<file path="config.mk">
export PLATFORM = sky130hd
export DESIGN_NAME = fifo_access_arbiter
export DESIGN_NICKNAME = d
export VERILOG_FILES = /design/src/rtl/fifo_access_arbiter.sv
export SDC_FILE = /design/constraint.sdc
export NUM_CORES = 1
export LEC_CHECK = 0
export CAP_MARGIN = 20
export CORE_MARGIN = 2
export CORE_UTILIZATION = 47
export CTS_CLUSTER_SIZE = 28
export DETAILED_ROUTE_END_ITERATION = 7
export PLACE_DENSITY = 0.85
export SLEW_MARGIN = 5
export SYNTH_ARGS = -nofsm -noshare
export SYNTH_HDL_FRONTEND = slang
export SYNTH_SLANG_ARGS = --single-unit
</file>
<file path="constraint.sdc">
create_clock -name SYS_CLK -period 4.64 [get_ports SYS_CLK]
set_clock_uncertainty 0.1 [all_clocks]
set_input_delay 0.928 -clock SYS_CLK [delete_from_list [all_inputs] [get_ports SYS_CLK]]
set_output_delay 0.928 -clock SYS_CLK [all_outputs]
set_load 0.05 [all_outputs]
</file>
<file path="src/rtl/fifo_access_arbiter.sv">
// fifo_access_arbiter: round-robin access control for a shared FIFO core.
// NREQ writers and one reader compete for the FIFO. Each granted operation
// holds the FIFO strobe high for HOLD cycles and then low for GAP cycles.
// The FIFO core acts on the falling strobe edge, so every grant produces
// exactly one FIFO operation. Only one operation is in flight at a time.
// Optional feature: define FIFO_ACC_STATS_EN to build saturating 16-bit
// write/read completion counters on stat_wr/stat_rd. When it is undefined,
// both outputs are tied to zero.
module fifo_access_arbiter #(
    parameter int NREQ  = 2,
    parameter int DBITS = 3,
    parameter int HOLD  = 4,
    parameter int GAP   = 4
) (
    input  logic                  SYS_CLK,
    input  logic                  reset,
    input  logic [NREQ-1:0]       wr_req,
    input  logic [NREQ*DBITS-1:0] wr_data,
    output logic [NREQ-1:0]       wr_gnt,
    output logic [NREQ-1:0]       wr_done,
    input  logic                  rd_req,
    output logic                  rd_gnt,
    output logic                  rd_valid,
    output logic [DBITS-1:0]      rd_data,
    input  logic                  fifo_full,
    input  logic                  fifo_empty,
    output logic                  fifo_wr,
    output logic                  fifo_rd,
    output logic [DBITS-1:0]      fifo_din,
    input  logic [DBITS-1:0]      fifo_dout,
    output logic                  busy,
    output logic [15:0]           stat_wr,
    output logic [15:0]           stat_rd
);

    // Slot NREQ is the reader; slots 0..NREQ-1 are the writers.
    localparam int NSLOT = NREQ + 1;
    localparam int PW    = $clog2(NSLOT);
    localparam int MAXHG = (HOLD > GAP) ? HOLD : GAP;
    localparam int CW    = $clog2(MAXHG + 1);
    localparam logic [CW-1:0] HOLD_LOAD = CW'(HOLD - 1);
    localparam logic [CW-1:0] GAP_LOAD  = CW'(GAP - 1);
    localparam logic [PW-1:0] RD_SLOT   = PW'(NREQ);

    typedef enum logic [1:0] {
        ST_IDLE   = 2'd0,
        ST_STROBE = 2'd1,
        ST_SETTLE = 2'd2,
        ST_DONE   = 2'd3
    } state_t;

    state_t            state_q,    state_d;
    logic [CW-1:0]     cnt_q,      cnt_d;
    logic [PW-1:0]     ptr_q,      ptr_d;
    logic [NREQ-1:0]   wr_gnt_q,   wr_gnt_d;
    logic [NREQ-1:0]   wr_done_q,  wr_done_d;
    logic              rd_gnt_q,   rd_gnt_d;
    logic              rd_valid_q, rd_valid_d;
    logic [DBITS-1:0]  rd_data_q,  rd_data_d;
    logic              fifo_wr_q,  fifo_wr_d;
    logic              fifo_rd_q,  fifo_rd_d;
    logic [DBITS-1:0]  fifo_din_q, fifo_din_d;
    logic              busy_q,     busy_d;

    logic [NSLOT-1:0]  elig_s;
    logic              found_s;
    logic [PW-1:0]     pick_s;
    logic [PW-1:0]     idx_s;
    int                sum_s;

    // Eligibility per slot and round-robin search starting after the pointer.
    always_comb begin
        elig_s  = '0;
        found_s = 1'b0;
        pick_s  = '0;
        idx_s   = '0;
        sum_s   = 0;
        for (int i = 0; i < NREQ; i++) begin
            elig_s[i] = wr_req[i] & ~fifo_full;
        end
        elig_s[NREQ] = rd_req & ~fifo_empty;
        for (int k = 1; k <= NSLOT; k++) begin
            sum_s = (int'(ptr_q) + k) % NSLOT;
            idx_s = PW'(sum_s);
            if (!found_s && elig_s[idx_s]) begin
                found_s = 1'b1;
                pick_s  = idx_s;
            end else begin
                found_s = found_s;
            end
        end
    end

    // Next-state and next-output logic of the operation sequencer.
    always_comb begin
        state_d    = state_q;
        cnt_d      = cnt_q;
        ptr_d      = ptr_q;
        wr_gnt_d   = wr_gnt_q;
        wr_done_d  = '0;
        rd_gnt_d   = rd_gnt_q;
        rd_valid_d = 1'b0;
        rd_data_d  = rd_data_q;
        fifo_wr_d  = fifo_wr_q;
        fifo_rd_d  = fifo_rd_q;
        fifo_din_d = fifo_din_q;
        busy_d     = busy_q;
        case (state_q)
            ST_IDLE: begin
                if (found_s) begin
                    state_d = ST_STROBE;
                    cnt_d   = HOLD_LOAD;
                    ptr_d   = pick_s;
                    busy_d  = 1'b1;
                    if (pick_s == RD_SLOT) begin
                        rd_gnt_d  = 1'b1;
                        fifo_rd_d = 1'b1;
                    end else begin
                        fifo_wr_d = 1'b1;
                        for (int i = 0; i < NREQ; i++) begin
                            wr_gnt_d[i] = (pick_s == PW'(i));
                            if (pick_s == PW'(i)) begin
                                fifo_din_d = wr_data[i*DBITS +: DBITS];
                            end else begin
                                fifo_din_d = fifo_din_d;
                            end
                        end
                    end
                end else begin
                    state_d = ST_IDLE;
                end
            end
            ST_STROBE: begin
                if (cnt_q == '0) begin
                    state_d   = ST_SETTLE;
                    cnt_d     = GAP_LOAD;
                    fifo_wr_d = 1'b0;
                    fifo_rd_d = 1'b0;
                end else begin
                    cnt_d = cnt_q - 1'b1;
                end
            end
            ST_SETTLE: begin
                if (cnt_q == '0) begin
                    state_d   = ST_DONE;
                    cnt_d     = '0;
                    wr_done_d = wr_gnt_q;
                    if (rd_gnt_q) begin
                        rd_valid_d = 1'b1;
                        rd_data_d  = fifo_dout;
                    end else begin
                        rd_valid_d = 1'b0;
                    end
                end else begin
                    cnt_d = cnt_q - 1'b1;
                end
            end
            ST_DONE: begin
                state_d  = ST_IDLE;
                cnt_d    = '0;
                wr_gnt_d = '0;
                rd_gnt_d = 1'b0;
                busy_d   = 1'b0;
            end
            default: begin
                state_d   = ST_IDLE;
                cnt_d     = '0;
                wr_gnt_d  = '0;
                rd_gnt_d  = 1'b0;
                fifo_wr_d = 1'b0;
                fifo_rd_d = 1'b0;
                busy_d    = 1'b0;
            end
        endcase
    end

    // State, pointer and registered outputs with synchronous active-low reset.
    always_ff @(posedge SYS_CLK) begin
        if (!reset) begin
            state_q    <= ST_IDLE;
            cnt_q      <= '0;
            ptr_q      <= '0;
            wr_gnt_q   <= '0;
            wr_done_q  <= '0;
            rd_gnt_q   <= 1'b0;
            rd_valid_q <= 1'b0;
            rd_data_q  <= '0;
            fifo_wr_q  <= 1'b0;
            fifo_rd_q  <= 1'b0;
            fifo_din_q <= '0;
            busy_q     <= 1'b0;
        end else begin
            state_q    <= state_d;
            cnt_q      <= cnt_d;
            ptr_q      <= ptr_d;
            wr_gnt_q   <= wr_gnt_d;
            wr_done_q  <= wr_done_d;
            rd_gnt_q   <= rd_gnt_d;
            rd_valid_q <= rd_valid_d;
            rd_data_q  <= rd_data_d;
            fifo_wr_q  <= fifo_wr_d;
            fifo_rd_q  <= fifo_rd_d;
            fifo_din_q <= fifo_din_d;
            busy_q     <= busy_d;
        end
    end

    assign wr_gnt   = wr_gnt_q;
    assign wr_done  = wr_done_q;
    assign rd_gnt   = rd_gnt_q;
    assign rd_valid = rd_valid_q;
    assign rd_data  = rd_data_q;
    assign fifo_wr  = fifo_wr_q;
    assign fifo_rd  = fifo_rd_q;
    assign fifo_din = fifo_din_q;
    assign busy     = busy_q;

`ifdef FIFO_ACC_STATS_EN
    logic [15:0] stat_wr_q, stat_wr_d;
    logic [15:0] stat_rd_q, stat_rd_d;

    // Saturating completion counters, bumped on the DONE cycle.
    always_comb begin
        stat_wr_d = stat_wr_q;
        stat_rd_d = stat_rd_q;
        if (state_q == ST_DONE) begin
            if ((wr_gnt_q != '0) && (stat_wr_q != 16'hFFFF)) begin
                stat_wr_d = stat_wr_q + 16'd1;
            end else begin
                stat_wr_d = stat_wr_q;
            end
            if (rd_gnt_q && (stat_rd_q != 16'hFFFF)) begin
                stat_rd_d = stat_rd_q + 16'd1;
            end else begin
                stat_rd_d = stat_rd_q;
            end
        end else begin
            stat_wr_d = stat_wr_q;
        end
    end

    // Counter registers, cleared by reset.
    always_ff @(posedge SYS_CLK) begin
        if (!reset) begin
            stat_wr_q <= 16'h0000;
            stat_rd_q <= 16'h0000;
        end else begin
            stat_wr_q <= stat_wr_d;
            stat_rd_q <= stat_rd_d;
        end
    end

    assign stat_wr = stat_wr_q;
    assign stat_rd = stat_rd_q;
`else
    assign stat_wr = 16'h0000;
    assign stat_rd = 16'h0000;
`endif

endmodule

</file>
==> out/metrics.cfg <==
[worst_setup_path]
cp_max_fo = 11
crit_path_end_kind = flop
critical_path_arrival_ns = 2.92
r2r_slack_ns = 2.14
cp.required_ns = 4.76
cp-start-kind = primary input
crit_type = primary input to flop

[power_and_ir_drop]
vdd_drop_max_v = 0.000319
power_density_mw_per_mm2 = 592
finalPower_mw = 1.10
leakagePower_nw = 0.779

[run]
cap_violations = 0

[layout]
syn2layout_area_growth_pct = 13.2
antenna_cells = 0
register_area_um2 = 440
final_cells = 262
multi_input_area_um2 = 982
n_fill_cell = 331
final_cell_mix = conb_1, clkdlybuf4s50_1, dfxtp_1
nets = 241
final_common_cell = conb_1
drive_gt1_frac = 0.0694

[placed_design]
dpl.cell_count = 258
dpl.hpwl_mm = 2.35
routabilityCongestion = 0.831
io_buffers = 30

[synthesis]
yosysWarnings = 0
ys_ff_latch = 22
yosysTopAreaCell = dfxtp_1
syn-cell-area_mm2 = 0.00164
yosys.cell_types.count = 44
synth_cells = 192
netlist.area_leader.share = 0.268
ys.flop_type = dfxtp_1
synth_edf_count = 0
syn_avg_cell_area_um2 = 8.56
yosysSeqAreaShare = 0.268
postSynth.asyncResetShare = 0
yosys-top-cells-area = dfxtp_1, buf_4, ha_1

[route]
routed_wl_mm = 3.01
avgViaCountPerCell = 5.00
post_drt_wl_per_cell_um = 11.5
ant_nets = 0
dr.pass1.iters = 4
drt_iter0_drc = 93
routed-via-count = 1310
drc_errors = 0

[clock_tree]
clockRootBuffer = clkbuf_4
clk_latency_ns = 0.31
cts_resized = 0
h-tree-depth = 1
clkTransAtPathRegs_ns = 0.12
clock_sinks = 22
clock_path_buffers = 2
cts_tree = built
postCtsHoldBufs = 0
cts_buffers = 3
post_cts_buffers = 0

[global_routing]
grt_max_degree = 19
antenna_found_initial = 0
grt_usage = 0.153
grt_pass1_wl_mm = 5.08
grt_pass1_vias = 1192
overflow = 0

[sta]
tns_ns = 0
max_freq_mhz = 358
maxSlewHeadroom = 0.440
worst_pin_slew_ns = 0.829
rsz0062_at_grt = no
fin_crit_ns = 2.80
drv_slew = 0
hold_violations = 0
setup_viol = 0
min_period_over_period = 0.602

[floorplanning]
die_h_um = 63.1
design.die.area_mm2 = 0.00398
rows = 21
die_width_um = 63.1
core_mm2 = 0.00334
num_io_pins = 63
start_util = 0.492

[status]
run_status = finished, final reports clean

[worst_hold_path]
hold_class = flop to flop

==> cell families (layout without fill, tap and decap cells) <==
| kind of cell | count (synthesis) | in the layout | share of synthesized area |
|---|---|---|---|
| muxes | 10 | 10 | 0.0617 |
| and+or+nand+nor | 59 | 59 | 0.177 |
| buffers and inverters | 48 | 41 | 0.205 |
| adders and majority gates | 8 | 8 | 0.0609 |
| DFF | 22 | 22 | 0.268 |
| other | 1 | 32 | 0.00228 |
| AOI/OAI and AO/OA | 44 | 44 | 0.225 |
==> Yosys cell counts, types with 4 or more instances <==
cell type  count
dfxtp_1       22
o211ai_1       8
ha_1           8
inv_1          7
mux2i_1        9
nand2_1       16
nor2_1        17
o21ai_0        4
a21oi_1        6
nand3_1        6
buf_4         35
nor3_1         5
==> state kept, by name, indices dropped and copies added, names as in the netlist <==
| name | flops |
|---|---|
| rd_valid | 1 |
| state_q | 2 |
| busy | 1 |
| ptr_q | 2 |
| fifo_wr | 1 |
| fifo_din | 3 |
| cnt_q | 3 |
| wr_gnt | 2 |
| rd_data | 3 |
| rd_gnt | 1 |
| fifo_rd | 1 |
| wr_done | 2 |
==> final timing paths <==
kind	startpoint	to	cells after the start
worst max register to register	ptr_q[0]	cnt_q[1]	7
worst max-delay path	wr_req[0]	fifo_din[0]	6
worst min register to register	wr_gnt[0]	wr_done[0]	2
worst min-delay path	wr_gnt[0]	wr_done[0]	2
==> through the flow <==
stage	hold WS (ns)	instance area [µm²]	utilization	setup slack, ns
final	0.372	1860	0.557	1.84
after global routing	0.407	1860	0.557	1.77
after CTS	0.377	1860	0.557	1.88
after detailed placement	0.358	1810	0.541	1.54
after global placement	0.354	1810	0.541	1.56
after floorplan	0.357	1760	-	2.16
==> routing by layer <==
metal  share of wire  up-vias  global-route usage
met4               0        0              0.0333
met1            0.46      600               0.180
met5               0        -                   0
met3           0.052        0              0.0321
li1                -      666                   -
met2            0.49       44               0.282
==> report_power, final <==
group          internal, mW  switching (mW)  total, mW
clock                0.0874          0.0598      0.147
sequential            0.243          0.0424      0.285
combinational         0.237           0.431      0.668
==> cell type report <==
class | count | share of cell area
clock buffers | 3 | 0.0121
multi-input cells | 153 | 0.528
repair buffers | 30 | 0.162
well taps | 46 | 0.0310
flip-flops and latches | 22 | 0.237
clock inverters | 1 | 0.0162
inverters | 7 | 0.0141
==> worst max-delay path, stage by stage <==
cell	delay (ns)
clkdlybuf4s50_1	0.52
a21bo_4	0.25
a221oi_4	0.30
o22ai_2	0.25
or4_1	0.56
o311ai_1	0.11
Note: power is estimated with default switching activity, not from simulation.
